[src/rtl/fp_addsub_pipe.sv]
// fp_addsub_pipe: parametrised 3-stage floating-point adder/subtractor.
// Round-to-nearest-even, denormals flushed to zero, valid/ready stall.
module fp_addsub_pipe #(
  parameter int EXP_W = 8,
  parameter int MAN_W = 23
) (
  input  logic                 clk_i,
  input  logic                 rst_i,
  input  logic [EXP_W+MAN_W:0] a_i,
  input  logic [EXP_W+MAN_W:0] b_i,
  input  logic                 sub_i,
  input  logic                 vld_i,
  output logic                 rdy_o,
  output logic [EXP_W+MAN_W:0] answer_o,
  output logic [1:0]           num_status_o,
  output logic                 vld_o,
  input  logic                 rdy_i
);
  localparam int W  = EXP_W + MAN_W + 1;
  localparam int FW = MAN_W + 4;
  localparam int SW = FW + 1;
  localparam int PW = $clog2(SW);
  localparam int LW = (EXP_W > PW) ? EXP_W : PW;
  localparam int XW = LW + 2;
  localparam logic [EXP_W-1:0] EMAX = '1;
  localparam logic signed [XW-1:0] EMAX_X = XW'((2 ** EXP_W) - 1);
  localparam logic signed [XW-1:0] E_ONE = XW'(1);
  localparam logic [1:0] ST_NORM = 2'b00;
  localparam logic [1:0] ST_ZERO = 2'b01;
  localparam logic [1:0] ST_INF  = 2'b10;
  localparam logic [1:0] ST_NAN  = 2'b11;
  localparam logic [W-1:0] QNAN =
    {1'b0, EMAX, 1'b1, {(MAN_W-1){1'b0}}};

  logic en;
  assign en    = !(vld_o && !rdy_i);
  assign rdy_o = en;

  logic             sa, sb, swap;
  logic             nan_a, nan_b, inf_a, inf_b;
  logic             zero_a, zero_b;
  logic [EXP_W-1:0] ea, eb, e_big, d;
  logic [MAN_W:0]   ma, mb, m_big, m_sml;
  logic [2*FW-1:0]  wide;
  logic [FW-1:0]    aligned;
  int               sh;

  always_comb begin
    sa      = a_i[W-1];
    sb      = b_i[W-1] ^ sub_i;
    ea      = a_i[W-2:MAN_W];
    eb      = b_i[W-2:MAN_W];
    nan_a   = (ea == EMAX) && (a_i[MAN_W-1:0] != '0);
    nan_b   = (eb == EMAX) && (b_i[MAN_W-1:0] != '0);
    inf_a   = (ea == EMAX) && (a_i[MAN_W-1:0] == '0);
    inf_b   = (eb == EMAX) && (b_i[MAN_W-1:0] == '0);
    zero_a  = (ea == '0);
    zero_b  = (eb == '0);
    ma      = zero_a ? '0 : {1'b1, a_i[MAN_W-1:0]};
    mb      = zero_b ? '0 : {1'b1, b_i[MAN_W-1:0]};
    swap    = {eb, mb} > {ea, ma};
    e_big   = swap ? eb : ea;
    m_big   = swap ? mb : ma;
    m_sml   = swap ? ma : mb;
    d       = swap ? (eb - ea) : (ea - eb);
    // low half of the wide shift catches every bit lost to sticky
    sh      = (int'(d) > FW) ? FW : int'(d);
    wide    = {m_sml, 3'b000, {FW{1'b0}}} >> sh;
    aligned = {wide[2*FW-1:FW+1], wide[FW] | (|wide[FW-1:0])};
  end

  logic             s1_vld, s1_nan, s1_inf, s1_isg;
  logic             s1_zng, s1_sgn, s1_sub;
  logic [EXP_W-1:0] s1_exp;
  logic [MAN_W:0]   s1_mbig;
  logic [FW-1:0]    s1_msml;

  always_ff @(posedge clk_i or posedge rst_i) begin
    if (rst_i) begin
      s1_vld  <= 1'b0;
      s1_nan  <= 1'b0;
      s1_inf  <= 1'b0;
      s1_isg  <= 1'b0;
      s1_zng  <= 1'b0;
      s1_sgn  <= 1'b0;
      s1_sub  <= 1'b0;
      s1_exp  <= '0;
      s1_mbig <= '0;
      s1_msml <= '0;
    end else if (en) begin
      s1_vld  <= vld_i;
      s1_nan  <= nan_a || nan_b || (inf_a && inf_b && (sa != sb));
      s1_inf  <= inf_a || inf_b;
      s1_isg  <= inf_a ? sa : sb;
      s1_zng  <= zero_a && zero_b && sa && sb;
      s1_sgn  <= swap ? sb : sa;
      s1_sub  <= sa != sb;
      s1_exp  <= e_big;
      s1_mbig <= m_big;
      s1_msml <= aligned;
    end
  end

  logic [SW-1:0] sum;

  always_comb begin
    if (s1_sub)
      sum = {1'b0, s1_mbig, 3'b000} - {1'b0, s1_msml};
    else
      sum = {1'b0, s1_mbig, 3'b000} + {1'b0, s1_msml};
  end

  logic             s2_vld, s2_nan, s2_inf, s2_isg;
  logic             s2_zng, s2_sgn;
  logic [EXP_W-1:0] s2_exp;
  logic [SW-1:0]    s2_sum;

  always_ff @(posedge clk_i or posedge rst_i) begin
    if (rst_i) begin
      s2_vld <= 1'b0;
      s2_nan <= 1'b0;
      s2_inf <= 1'b0;
      s2_isg <= 1'b0;
      s2_zng <= 1'b0;
      s2_sgn <= 1'b0;
      s2_exp <= '0;
      s2_sum <= '0;
    end else if (en) begin
      s2_vld <= s1_vld;
      s2_nan <= s1_nan;
      s2_inf <= s1_inf;
      s2_isg <= s1_isg;
      s2_zng <= s1_zng;
      s2_sgn <= s1_sgn;
      s2_exp <= s1_exp;
      s2_sum <= sum;
    end
  end

  logic [PW-1:0]         pos, lz;
  logic [FW-1:0]         norm;
  logic signed [XW-1:0]  e_n, e_r;
  logic                  up;
  logic [MAN_W+1:0]      mr;
  logic [MAN_W-1:0]      man_out;
  logic [W-1:0]          res;
  logic [1:0]            st;

  always_comb begin
    pos = '0;
    for (int i = 0; i < SW; i++)
      if (s2_sum[i]) pos = PW'(i);
    lz = PW'(FW - 1) - pos;
    if (s2_sum[SW-1]) begin
      norm = {s2_sum[SW-1:2], |s2_sum[1:0]};
      e_n  = XW'(s2_exp) + E_ONE;
    end else begin
      norm = s2_sum[FW-1:0] << lz;
      e_n  = XW'(s2_exp) - XW'(lz);
    end
    up      = norm[2] & (norm[1] | norm[0] | norm[3]);
    mr      = {1'b0, norm[FW-1:3]} + (MAN_W+2)'(up);
    e_r     = e_n;
    man_out = mr[MAN_W-1:0];
    if (mr[MAN_W+1]) begin
      e_r     = e_n + E_ONE;
      man_out = mr[MAN_W:1];
    end
    res = {s2_sgn, e_r[EXP_W-1:0], man_out};
    st  = ST_NORM;
    if (s2_nan) begin
      res = QNAN;
      st  = ST_NAN;
    end else if (s2_inf) begin
      res = {s2_isg, EMAX, {MAN_W{1'b0}}};
      st  = ST_INF;
    end else if (s2_sum == '0) begin
      res = {s2_zng, {(W-1){1'b0}}};
      st  = ST_ZERO;
    end else if (e_r >= EMAX_X) begin
      res = {s2_sgn, EMAX, {MAN_W{1'b0}}};
      st  = ST_INF;
    end else if (e_r < E_ONE) begin
      res = {s2_sgn, {(W-1){1'b0}}};
      st  = ST_ZERO;
    end
  end

  always_ff @(posedge clk_i or posedge rst_i) begin
    if (rst_i) begin
      vld_o        <= 1'b0;
      answer_o     <= '0;
      num_status_o <= ST_ZERO;
    end else if (en) begin
      vld_o <= s2_vld;
      if (s2_vld) begin
        answer_o     <= res;
        num_status_o <= st;
      end
    end
  end
endmodule

[config.mk]
export PLATFORM = sky130hd
export DESIGN_NAME = fp_addsub_pipe
export DESIGN_NICKNAME = d
export VERILOG_FILES = /design/src/rtl/fp_addsub_pipe.sv
export SDC_FILE = /design/constraint.sdc
export NUM_CORES = 1
export LEC_CHECK = 0
export BUFFER_PORTS_ARGS = -buffer_cell sky130_fd_sc_hd__buf_2
export CELL_PAD_IN_SITES_DETAIL_PLACEMENT = 1
export CELL_PAD_IN_SITES_GLOBAL_PLACEMENT = 1
export CORE_UTILIZATION = 47
export CTS_CLUSTER_SIZE = 10
export DETAILED_ROUTE_END_ITERATION = 8
export PLACE_DENSITY_LB_ADDON = 0.1
export SLEW_MARGIN = 20
export SYNTH_ARGS = -nofsm -noshare
export SYNTH_HDL_FRONTEND = slang
export SYNTH_SLANG_ARGS = --single-unit
[constraint.sdc]
create_clock -name clk_i -period 7.2 [get_ports clk_i]
set_input_delay 1.8 -clock clk_i [delete_from_list [all_inputs] [get_ports clk_i]]
set_output_delay 1.8 -clock clk_i [all_outputs]
set_load 0.02 [all_outputs]
Word-level counts from Yosys, hierarchy flattened. Index checks and enable logic that the tools add are counted. Widths: inputs -> output; s select.

$add $sub $neg: 9. Order comparisons: 4. Eq/ne operators: 3. Shifts and indexed selects: 2. Mux-type cells: 51. Bitwise operators: 6. Reductions and logical operators: 25.

Operator list (count): $mux 5 (26); $mux 24 (4); $mux 32 (3); $mux 31 (2); $shr 54x8->54 (1); $logic_not 23->1 (2); $reduce_bool 23->1 (2); $gt 32x32->1 (1); $add 27x27->28 (1); $logic_not 28->1 (1); $mux 28 (1); $sub 27x27->28 (1); $mux 27 (1); $reduce_or 27->1 (1); $shl 27x5->27 (1); $add 24x1->25 (1); $mux 8 (3); $mux 23 (1); $mux 10 (2); $eq 8x8->1 const B (2); $logic_not 8->1 (2); $sub 8x8->8 (2); $add 10x2->10 const B (1); $ge 10x9->1 const B (1); 17 further kinds (37).

Bits in registers: 143. Input port bits: 69. Output and inout port bits: 36. Word-level logic and storage cells: 121.

Logic depth before layout (Yosys ltp).
Depth in word-level cells: 41. Gate-level depth with buffers: 33. Depth with buffers taken out: 27.

Worst setup path after synthesis. No wires, ideal clock.

Kind: input -> register. Start point: input a_i[28]. End point: register s1_msml[0]. Library setup time: 0.137 ns. Arrival: 7.279 ns. Data required time: 7.063 ns. Path slack: -0.216 ns. Cell stages on the path: 24. Path buffers: 5. Path through: nor4_1 -> nand2_1 -> clkbuf_1 -> clkbuf_1 -> buf_1 -> nand2_1 -> ha_1 -> a211o_1 -> o211ai_1 -> nand4_1 -> a311oi_1 -> o211a_1 -> buf_4 -> mux2_2 -> o221ai_1 -> xor2_1 -> nor4_2 -> clkbuf_1 -> o21a_1 -> mux2i_1 -> or2_2 -> a2111o_1 -> o31ai_1 -> a22oi_1.

Longest elaborated chain between the ends: 9. Elaborated cells on any way between the ends: 12. Those cells by class: add/sub (2); order compare (2); shift (1); mux (4); bitwise (1); reduce/logical (2).

Ends and longest elaborated chain: from (decl) (line 9) `input logic [EXP_W+MAN_W:0] a_i,`; $logic_not 8->1 (line 57) `zero_a = (ea == '0);`; $mux 24 (line 59) `ma = zero_a ? '0 : {1'b1, a_i[MAN_W-1:0]};`; $gt 32x32->1 (line 61) `swap = {eb, mb} > {ea, ma};`; $mux 8 (line 65) `d = swap ? (eb - ea) : (ea - eb);`; $gt 8x5->1 (line 67) `sh = (int'(d) > FW) ? FW : int'(d);`; $mux 8 (line 67); $shr 54x8->54 * (line 68) `wide = {m_sml, 3'b000, {FW{1'b0}}} >> sh;`; $reduce_or 27->1 (line 69) `aligned = {wide[2*FW-1:FW+1], wide[FW] | (|wide[FW-1:0])};`; $or 1x1->1 * (line 69); to (signal assigned) (line 100) `s1_msml <= aligned;`; to (decl) (line 76) `logic [FW-1:0] s1_msml;`.

Mark *: on every way between the ends. The rest lies on a longest branch, timed or not. A chain may end at the register's enable or synchronous reset.

Worst setup path after layout.
Start point: input b_i[23]. End point: register s1_msml[0].

Longest elaborated chain between the ends: 9. Elaborated cells on any way between the ends: 12. Those cells by class: add/sub (2); order compare (2); shift (1); mux (4); bitwise (1); reduce/logical (2).

Ends and longest elaborated chain: from (decl) (line 10) `input logic [EXP_W+MAN_W:0] b_i,`; $logic_not 8->1 (line 58) `zero_b = (eb == '0);`; $mux 24 (line 60) `mb = zero_b ? '0 : {1'b1, b_i[MAN_W-1:0]};`; $gt 32x32->1 (line 61); $mux 8 (line 65); $gt 8x5->1 (line 67); $mux 8 (line 67); $shr 54x8->54 * (line 68); $reduce_or 27->1 (line 69); $or 1x1->1 * (line 69).

Marks and branches as above.

==> impl_metrics.json <==
{
  "synthCells": 1957,
  "wl_per_cell_um": 23.47,
  "cts_buffer_depth": 2,
  "pwr-share-comb_pct": 72.0,
  "vias_per_cell": 6.332,
  "die_x_um": 179.9,
  "cts_hold_buf": 0,
  "hold_class": "flop to flop",
  "numClockSinks": 143,
  "hold_violations": 0,
  "h-tree-depth": 4,
  "dp_slack_ps": -304.1,
  "tns_ps": 0,
  "design_area_um2": 17650,
  "async_flop_share_pct": 100.0,
  "dr.max_layer_used": "met4",
  "drt-met1-wl_mm": 23.93,
  "p_sw_mw": 4.807,
  "synth-edff-count": 0,
  "track_usage_pct": 36.64,
  "dp_cells": 2509,
  "drive_above_1_share_pct": 18.81,
  "cts_made_buffers": 17,
  "crit_fanout": 24,
  "vdd_drop_max_v": 0.0002715,
  "synth_fp_nets": 2128,
  "tightest_slew_ps": 1030,
  "nets": 2311,
  "root_buffer": "clkbuf_16",
  "synth_top_area_share_pct": 23.90,
  "syn-cell-area_um2": 14870,
  "dpl_cell_area_um2": 16780,
  "powerDensity_nw_per_um2": 511.8,
  "cp_top_family": "compound AO/OA/AOI/OAI gates",
  "final_cells": 2549,
  "crit_path_frequent_cell": "buf_4",
  "num_antenna_cells": 0,
  "cp.arrival_ps": 7260,
  "fmax_mhz": 143.8,
  "skew_ps": 11.83,
  "max_slew_margin_pct": 30.81,
  "die-area_um2": 32350,
  "grt_pass1_vias": 16914,
  "p_seq_share_pct": 16.1,
  "synth_area_leaders": "dfrtp_1, ha_1, nand2_1, mux2i_1, o21ai_0",
  "synthFlopType": "dfrtp_1",
  "p_clk_share_pct": 11.9,
  "swShare_pct": 53.22,
  "num_rows": 64,
  "synth.avg_cell_area_um2": 7.597,
  "violations": "design-rule violations",
  "gp_congestion": 0.9795,
  "wirelength_mm": 59.82,
  "start_util_pct": 48.22,
  "internal-power_mw": 4.225,
  "vias": 16140,
  "period_share_pct": 96.59,
  "endpoint_kind": "flop",
  "maxCapViolations": 0,
  "drc": 9,
  "hpwlAfterDp_mm": 45.08,
  "grt_pass1_wl_mm": 93.67,
  "seq_area_frac_synth_pct": 24.08,
  "synth_top_area_cell": "dfrtp_1",
  "ant_nets": 0,
  "area_growth_pct": 18.72,
  "yosys_register_bits": 143,
  "fin_ws_ps": 245.5,
  "first_pass_iters": 7,
  "portBuffers": 104,
  "cp.required_ps": 7510,
  "insertion_delay_ps": 460,
  "grt_max_degree": 143,
  "dieHeight_um": 179.9,
  "wl_met3_mm": 3.182,
  "ios": 105,
  "period_minus_slack_ps": 6954,
  "antenna_found_initial": 1,
  "wl_met2_mm": 29.40,
  "cpMaxStageDelayCell": "a2111o_1",
  "outcome": "complete, but fails checks",
  "path_buf_inv": 7,
  "core-area_um2": 30830,
  "startpoint_type": "input port",
  "first_iter_violations": 1153,
  "cts_tree": "yes",
  "slew_violations": 0,
  "synth_cell_types": 100,
  "synth_warnings": 0,
  "grt_overflow": 0,
  "leakage_nw": 8.358,
  "path_class": "input port to flop",
  "fillers": 3835,
  "setup_viol": 0,
  "clk_pin_slew_worst_paths_ps": 60,
  "cpPeakStageDelay_ps": 410
}
==> power by group through the flow <==
stage	Combinational [mW]	Sequential (mW)	Clock [mW]
final	6.50	1.45	1.08
after global routing	6.92	1.48	1.11
after CTS	6.33	1.44	1.08
after detailed placement	6.21	1.45	0
after global placement	6.08	1.42	0
after floorplan	4.37	1.34	0
==> final timing paths <==
| kind | startpoint | end | slack (ps) | depth (start not counted) |
|---|---|---|---|---|
| worst min register to register | num_status_o[1]$_DFFE_PP0P_ | num_status_o[1]$_DFFE_PP0P_ | 480 | 1 |
| worst max-delay path | b_i[23] | s1_msml[0]$_DFFE_PP0N_ | 250 | 28 |
| worst min-delay path | num_status_o[1]$_DFFE_PP0P_ | num_status_o[1]$_DFFE_PP0P_ | 480 | 1 |
| min in group asynchronous | rst_i | answer_o[5]$_DFFE_PP0P_ | 1530 | 2 |
| max in group asynchronous | rst_i | s2_sum[0]$_DFFE_PP0N_ | 4440 | 3 |
| worst max register to register | s2_sum[11]$_DFFE_PP0N_ | answer_o[16]$_DFFE_PP0P_ | 520 | 23 |
==> final cells by class <==
class | instances | area (µm²) | share of cell area [%]
clock buffers | 19 | 442.9 | 2.510
clock inverters | 13 | 260.3 | 1.475
inverters | 128 | 485.5 | 2.751
multi-input cells | 1564 | 10440 | 59.16
flip-flops and latches | 143 | 3580 | 20.28
well taps | 396 | 495.5 | 2.807
repair buffers | 286 | 1944 | 11.02
==> worst register-to-register path, stage by stage, from the launching register on <==
cell,delay [ps]
dfrtp_1,630
inv_2,110
a2111oi_1,520
o311a_2,390
nor2_8,60
inv_2,60
ha_2,200
inv_1,100
o21ai_1,130
a211oi_1,100
a21o_1,210
buf_4,200
nor2_2,130
o211ai_2,200
o21ai_0,450
ha_1,300
nand3_1,200
nor3_2,500
nand4b_1,390
nor4_1,450
xor2_1,210
a2111o_1,420
nor3_4,410
a32o_1,250
==> Yosys cell counts (all sizes together) (21+ instances only) <==
| cell | number |
|---|---|
| nor2 | 174 |
| buf | 36 |
| xor2 | 30 |
| nand3 | 49 |
| nor3 | 53 |
| xnor2 | 38 |
| nor4 | 31 |
| a21oi | 116 |
| o22ai | 22 |
| a31oi | 33 |
| nand2 | 289 |
| mux2 | 21 |
| nand4 | 35 |
| ha | 98 |
| mux2i | 101 |
| a22o | 23 |
| inv | 126 |
| o21ai | 151 |
| dfrtp | 142 |
| clkbuf | 87 |
==> per-stage QoR <==
| step | total power, mW | hold slack (ps) | util (%) |
|---|---|---|---|
| global placement | 7.500 | 449.1 | 54.43 |
| finish | 9.032 | 475.6 | 57.25 |
| detailed placement | 7.660 | 455.8 | 54.43 |
| floorplan | 5.710 | 438.0 | - |
| global route | 9.514 | 503.9 | 57.25 |
| CTS | 8.859 | 476.7 | 56.71 |
==> metal layers <==
layer | global-route usage (%) | up-vias
met1 | 42.92 | 7961
li1 | - | 7417
met2 | 64.23 | 601
met5 | 0 | -
met4 | 20.76 | 0
met3 | 5.085 | 161
==> placed cells by master, fill, tap and decap left out, drive strengths merged, types with 54 or more instances in the layout <==
cell,Yosys,layout
inv,126,127
buf,36,286
a21oi,116,116
dfrtp,142,142
o21ai,151,151
nor2,174,174
mux2i,101,101
nor3,53,54
nand2,289,289
ha,98,98
==> flip-flops by register name (all words and copies together) (netlist names), 2 cells and up <==
register and cells:
s1_msml 27, s1_exp 8, s1_mbig 24, answer_o 32
s2_exp 8, s2_sum 28, num_status_o 2
==> cells by family (layout without fill, tap and decap cells) <==
group | after synthesis | count (layout) | share of synthesized area, %
buffers and inverters | 251 | 446 | 6.834
DFF | 143 | 143 | 24.08
xor gates and xnor gates | 68 | 68 | 4.006
and+or+nand+nor | 714 | 715 | 22.32
adders and majority gates | 102 | 102 | 8.786
muxes | 130 | 130 | 9.628
AOI/OAI and AO/OA | 549 | 549 | 24.35
==> timing repair <==
item                                    4_1_cts  5_1_grt
gates resized for setup                       0       22
endpoints found under the setup margin        0        5
setup buffers                                 0        7
Note: power is estimated with default switching activity, not from simulation.
